<file path="src/rtl/nic_pkg.sv">
// Shared constants for the NIC channel interface: register map, widths and
// drop-counter width.
package nic_pkg;

    localparam int NIC_DATA_WIDTH = 64;
    localparam int NIC_ADDR_WIDTH = 2;
    localparam int NIC_DROP_CNT_W = 8;

    localparam logic [1:0] NIC_ADDR_IN_BUF  = 2'b00;
    localparam logic [1:0] NIC_ADDR_IN_STS  = 2'b01;
    localparam logic [1:0] NIC_ADDR_OUT_BUF = 2'b10;
    localparam logic [1:0] NIC_ADDR_OUT_STS = 2'b11;

endpackage

</file>
<file path="src/rtl/nic_chan_buf.sv">
// Single-entry channel buffer with a full flag; a load is only taken while
// the entry is empty, a consume only frees a full entry.
module nic_chan_buf
    import nic_pkg::*;
#(
    parameter int DATA_WIDTH = NIC_DATA_WIDTH
) (
    input  logic                  clk,
    input  logic                  rst,
    input  logic                  load,
    input  logic                  consume,
    input  logic [DATA_WIDTH-1:0] load_data,
    output logic [DATA_WIDTH-1:0] data,
    output logic                  full
);

    always_ff @(posedge clk) begin
        if (!rst) begin
            data <= '0;
            full <= 1'b0;
        end else if (load && !full) begin
            data <= load_data;
            full <= 1'b1;
        end else if (consume && full) begin
            full <= 1'b0;
        end
    end

endmodule

</file>
<file path="src/rtl/nic_channel_if.sv">
// NIC between the 3-stage pipeline and the router: one ingress and one egress
// single-entry buffer. Optional macro NIC_DROP_CNT_EN adds a dropped-write counter.
module nic_channel_if
    import nic_pkg::*;
#(
    parameter int DATA_WIDTH = NIC_DATA_WIDTH,
    parameter int ADDR_WIDTH = NIC_ADDR_WIDTH
) (
    input  logic                  clk,
    input  logic                  rst,
    input  logic                  nicEn,
    input  logic                  nicEnWr,
    input  logic [ADDR_WIDTH-1:0] addr_nic,
    input  logic [DATA_WIDTH-1:0] d_in,
    output logic [DATA_WIDTH-1:0] d_out,
    input  logic                  net_si,
    output logic                  net_ri,
    input  logic [DATA_WIDTH-1:0] net_di,
    output logic                  net_so,
    input  logic                  net_ro,
    output logic [DATA_WIDTH-1:0] net_do
);

    function automatic logic [DATA_WIDTH-1:0] sts_word(
        input logic [NIC_DROP_CNT_W-1:0] cnt,
        input logic                      flag
    );
        logic [DATA_WIDTH-1:0] w;
        w = '0;
        w[0] = flag;
        w[8 +: NIC_DROP_CNT_W] = cnt;
        return w;
    endfunction

    logic                      rd_en;
    logic                      wr_en;
    logic                      rd_in_buf;
    logic                      rd_out_sts;
    logic                      wr_out_buf;
    logic                      drain;
    logic                      in_full;
    logic                      out_full;
    logic [DATA_WIDTH-1:0]     in_buf;
    logic [DATA_WIDTH-1:0]     out_buf;
    logic [DATA_WIDTH-1:0]     rd_data_p0;
    logic [NIC_DROP_CNT_W-1:0] drop_cnt;

    assign rd_en      = nicEn & ~nicEnWr;
    assign wr_en      = nicEn & nicEnWr;
    assign rd_in_buf  = rd_en && (addr_nic == NIC_ADDR_IN_BUF);
    assign rd_out_sts = rd_en && (addr_nic == NIC_ADDR_OUT_STS);
    assign wr_out_buf = wr_en && (addr_nic == NIC_ADDR_OUT_BUF);
    assign drain      = out_full & net_ro;
    assign net_ri     = ~in_full;

    // Ingress: router offers are taken only while the entry is empty (net_ri).
    nic_chan_buf #(.DATA_WIDTH(DATA_WIDTH)) u_in_buf (
        .clk       (clk),
        .rst       (rst),
        .load      (net_si),
        .consume   (rd_in_buf),
        .load_data (net_di),
        .data      (in_buf),
        .full      (in_full)
    );

    // Egress: a write against a full entry is dropped, even if it drains this edge.
    nic_chan_buf #(.DATA_WIDTH(DATA_WIDTH)) u_out_buf (
        .clk       (clk),
        .rst       (rst),
        .load      (wr_out_buf),
        .consume   (drain),
        .load_data (d_in),
        .data      (out_buf),
        .full      (out_full)
    );

`ifdef NIC_DROP_CNT_EN
    function automatic logic [NIC_DROP_CNT_W-1:0] sat_inc(
        input logic [NIC_DROP_CNT_W-1:0] c
    );
        return (&c) ? c : c + NIC_DROP_CNT_W'(1);
    endfunction

    logic drop;
    assign drop = wr_out_buf & out_full;

    // A status read clears the count; a drop at the same edge restarts it at one.
    always_ff @(posedge clk) begin
        if (!rst) begin
            drop_cnt <= '0;
        end else if (rd_out_sts) begin
            drop_cnt <= NIC_DROP_CNT_W'(drop);
        end else if (drop) begin
            drop_cnt <= sat_inc(drop_cnt);
        end
    end
`else
    assign drop_cnt = '0;
`endif

    always_comb begin
        rd_data_p0 = '0;
        case (addr_nic)
            NIC_ADDR_IN_BUF:  rd_data_p0 = in_buf;
            NIC_ADDR_IN_STS:  rd_data_p0 = sts_word('0, in_full);
            NIC_ADDR_OUT_STS: rd_data_p0 = sts_word(drop_cnt, out_full);
            default:          rd_data_p0 = '0;
        endcase
    end

    // ---- stage 3 boundary: read data registered for the result mux ----
    always_ff @(posedge clk) begin
        if (!rst) begin
            d_out <= '0;
        end else if (rd_en) begin
            d_out <= rd_data_p0;
        end
    end

    // ---- router egress register: one-cycle net_so pulse per packet ----
    always_ff @(posedge clk) begin
        if (!rst) begin
            net_so <= 1'b0;
            net_do <= '0;
        end else begin
            net_so <= drain;
            if (drain) begin
                net_do <= out_buf;
            end
        end
    end

endmodule
</file>
<file path="config.mk">
export PLATFORM = sky130hd
export DESIGN_NAME = nic_channel_if
export DESIGN_NICKNAME = d
export VERILOG_FILES = /design/src/rtl/nic_pkg.sv /design/src/rtl/nic_chan_buf.sv /design/src/rtl/nic_channel_if.sv
export SDC_FILE = /design/constraint.sdc
export NUM_CORES = 1
export LEC_CHECK = 0
export CORE_MARGIN = 1
export CORE_UTILIZATION = 38
export DETAILED_ROUTE_END_ITERATION = 10
export GPL_ROUTABILITY_DRIVEN = 0
export PLACE_DENSITY_LB_ADDON = 0.25
export REMOVE_ABC_BUFFERS = 1
export SLEW_MARGIN = 25
export SYNTH_ARGS = -nofsm -noshare
export SYNTH_HDL_FRONTEND = slang
export SYNTH_SLANG_ARGS = --single-unit
</file>
<file path="constraint.sdc">
create_clock -name clk -period 3.4 [get_ports clk]
set_input_delay 0.68 -clock clk [delete_from_list [all_inputs] [get_ports clk]]
set_output_delay 0.68 -clock clk [all_outputs]
set_load 0.02 [all_outputs]
</file>
==> metrics.txt <==
CP endpoint kind=primary output; # rows=58; H-tree Lvls=1; # DRC=0; share of cells above drive strength 1=5.63%; drt initial violations=478; WS Path Type=reg -> out; gate count after technology mapping=1065; post-DP HPWL=15300 um; Clock Skew=7.44 ps; Crit path required time=2720 ps; worst rel slew slack=53.0%; # IOs=266; Routed WL=24100 um; static leakage=4.67 nW; Final ANT Viol Nets=0; post-CTS setup buffers=0; Hold Crit Class=reg -> reg; global route overflow=0; register area share after synthesis=53.6%; post-synthesis cell area=9670 um^2; critical-path cell list=inv_1 > clkdlybuf4s50_1; Placed Area=12600 um^2; CP arrival=1650 ps; antenna violations before repair=2; CTS Buffer Depth=3; pin count of the biggest net entering global routing=107; Reg clk slew, reported paths=60 ps; DP Cell Count=1593; Slowest-stage cell, CP=clkdlybuf4s50_1; Critical Path End=net_ri; Yosys reg bits=259; Distinct cells, synth=20; GRT Overall Usage=18.0%; starting density of the core=38.6%; post-CTS resize count=0; Final setup viols=0; CTS tree=yes; TNS Setup=0 ps; Highest Clock Rate=0.428 GHz; Tcrit/Tclk final=68.7%; I/O Buffers=265; worst reg2reg startpoint=u_out_buf.full$_SDFFE_PN0P_; Pwr per Cell Area=499 nW/um^2; Die H=161 um; crit path launch type=flop; core area=25000 um^2; die width=161 um; Layout area overhead=39.9%; number of max-cap violations=0; via count=7788; reg2reg end=net_do[19]$_SDFFE_PN0P_; DIE AREA=26100 um^2; average vias per placed instance=4.73; R2R Setup Slk=1620 ps; Wirelength per Cell=14.6 um; first-pass GRT wire length=38300 um; Avg Inst Size Synth=9.08 um^2; CTS Hold Bufs=0; status=finished, final reports clean; worst hold slack=454 ps; first drt pass iteration count=4; r2r worst-path depth=4; Final min period=2330 ps; Layout Nets=1429; vias in the first global route=7378; CTS Buf Count=28; Worst path max stage delay=570 ps; Final Power=6.75 mW; worst slew pin tran=706 ps; count of yosys warnings during synthesis=0; TritonCTS Sinks=259; clock latency on the worst-skew pair=530 ps; worst vdd ir=0.275 mV; final max-slew violation count=0; CP Max Fanout=4; unrepaired setup endpoints after global routing=false; start point of the critical path=u_in_buf.full$_SDFFE_PN0P_; clk root buf=clkbuf_16; Design Area, Final=13500 um^2; Final Hold Violating Endpoints=0; non-filler cells, final=1646
power by group:
group          leakage [nW]  internal [mW]  switching, mW
Sequential             2.10           3.11         0.0348
Combinational          2.09          0.253          0.218
Clock                 0.486           1.91           1.23
Total                  4.67           5.27           1.48
logic make-up (layout without fill, tap and decap cells):
group / Yosys count / count (layout) / share of synthesized area, %
other: 0 / 1 / 0
muxes: 65 / 65 / 6.73
and+or+nand+nor: 463 / 463 / 20.0
buffers and inverters: 85 / 335 / 4.65
AOI/OAI and AO/OA: 193 / 193 / 15.0
DFF: 259 / 259 / 53.6
routing by layer:
metal | global-route usage [%] | wire length [um] | vias to the layer above
met3 | 6.34 | 2230 | 29
met5 | 0 | 11 | -
met4 | 3.77 | 404 | 2
met1 | 23.5 | 11100 | 3592
li1 | - | - | 3941
met2 | 28.6 | 10400 | 224
cell usage after synthesis (all sizes together):
master / number / area share (%)
nand4b: 1 / 0.091
nand2: 386 / 15
mux2i: 65 / 6.7
clkbuf: 36 / 1.4
a21boi: 128 / 9.9
buf: 48 / 3.2
nand2b: 2 / 0.13
o21a: 2 / 0.16
and2: 1 / 0.065
or3: 1 / 0.065
nor2b: 65 / 4.2
nor2: 2 / 0.078
nand3: 3 / 0.16
inv: 1 / 0.039
nor4b: 1 / 0.16
a22oi: 63 / 4.9
and3: 1 / 0.065
dfxtp: 259 / 54
worst max-delay path: cells and delay by family, from the launching register on:
| family | cells | cell delay, ps |
|---|---|---|
| buf+inv | 2 | 660 |
| flops | 1 | 470 |
registers in the layout, indices dropped and copies added (netlist names):
name and count:
u_in_buf.full 1, d_out 64, net_so 1, net_do 64, u_out_buf.full 1, u_in_buf.data 64
u_out_buf.data 64
how the worst min path moves through the flow:
stage | start | endpoint | slack, ps | cells past startpoint
4_1_cts | u_out_buf.data[28]$_SDFFE_PN0P_ | u_out_buf.data[28]$_SDFFE_PN0P_ | 460 | 2
6_report | u_out_buf.data[16]$_SDFFE_PN0P_ | u_out_buf.data[16]$_SDFFE_PN0P_ | 450 | 2
3_5_place_dp | u_out_buf.data[27]$_SDFFE_PN0P_ | u_out_buf.data[27]$_SDFFE_PN0P_ | 450 | 2
3_3_place_gp | u_out_buf.data[47]$_SDFFE_PN0P_ | u_out_buf.data[47]$_SDFFE_PN0P_ | 440 | 2
5_1_grt | u_out_buf.data[46]$_SDFFE_PN0P_ | u_out_buf.data[46]$_SDFFE_PN0P_ | 470 | 2
2_1_floorplan | u_out_buf.data[0]$_SDFFE_PN0P_ | u_out_buf.data[0]$_SDFFE_PN0P_ | 430 | 2
layout make-up:
cell class                 count  area, um^2
antenna                        1        2.50
clock buffer                  38         820
clock inverter                14         151
fill                        2324       11500
inverter                       1        3.75
multi-input combinational    721        4070
sequential                   259        5180
tap                          330         413
timing repair buffer         282        2880
through the flow:
stage	utilization, %	setup slack [ps]
5_1_grt	54.0	972
2_1_floorplan	-	-1800
6_report	54.0	1070
3_5_place_dp	50.1	775
3_3_place_gp	50.1	833
4_1_cts	54.0	999
cells in the final DEF, fill, tap and decap left out, drive strengths merged:
cell,synthesis,layout
nand2,386,386
clkdlybuf4s50,0,264
dfxtp,259,259
a21boi,128,128
mux2i,65,65
nor2b,65,65
a22oi,63,63
clkbuf,36,39
buf,48,17
clkinv,0,9
nand3,3,3
bufinv,0,3
nand2b,2,2
o21a,2,2
inv,1,2
nor2,2,2
diode,0,1
nor4b,1,1
or3,1,1
and2,1,1
nand4b,1,1
and3,1,1
clkinvlp,0,1
No activity file was read; power rests on OpenSTA's default activity.
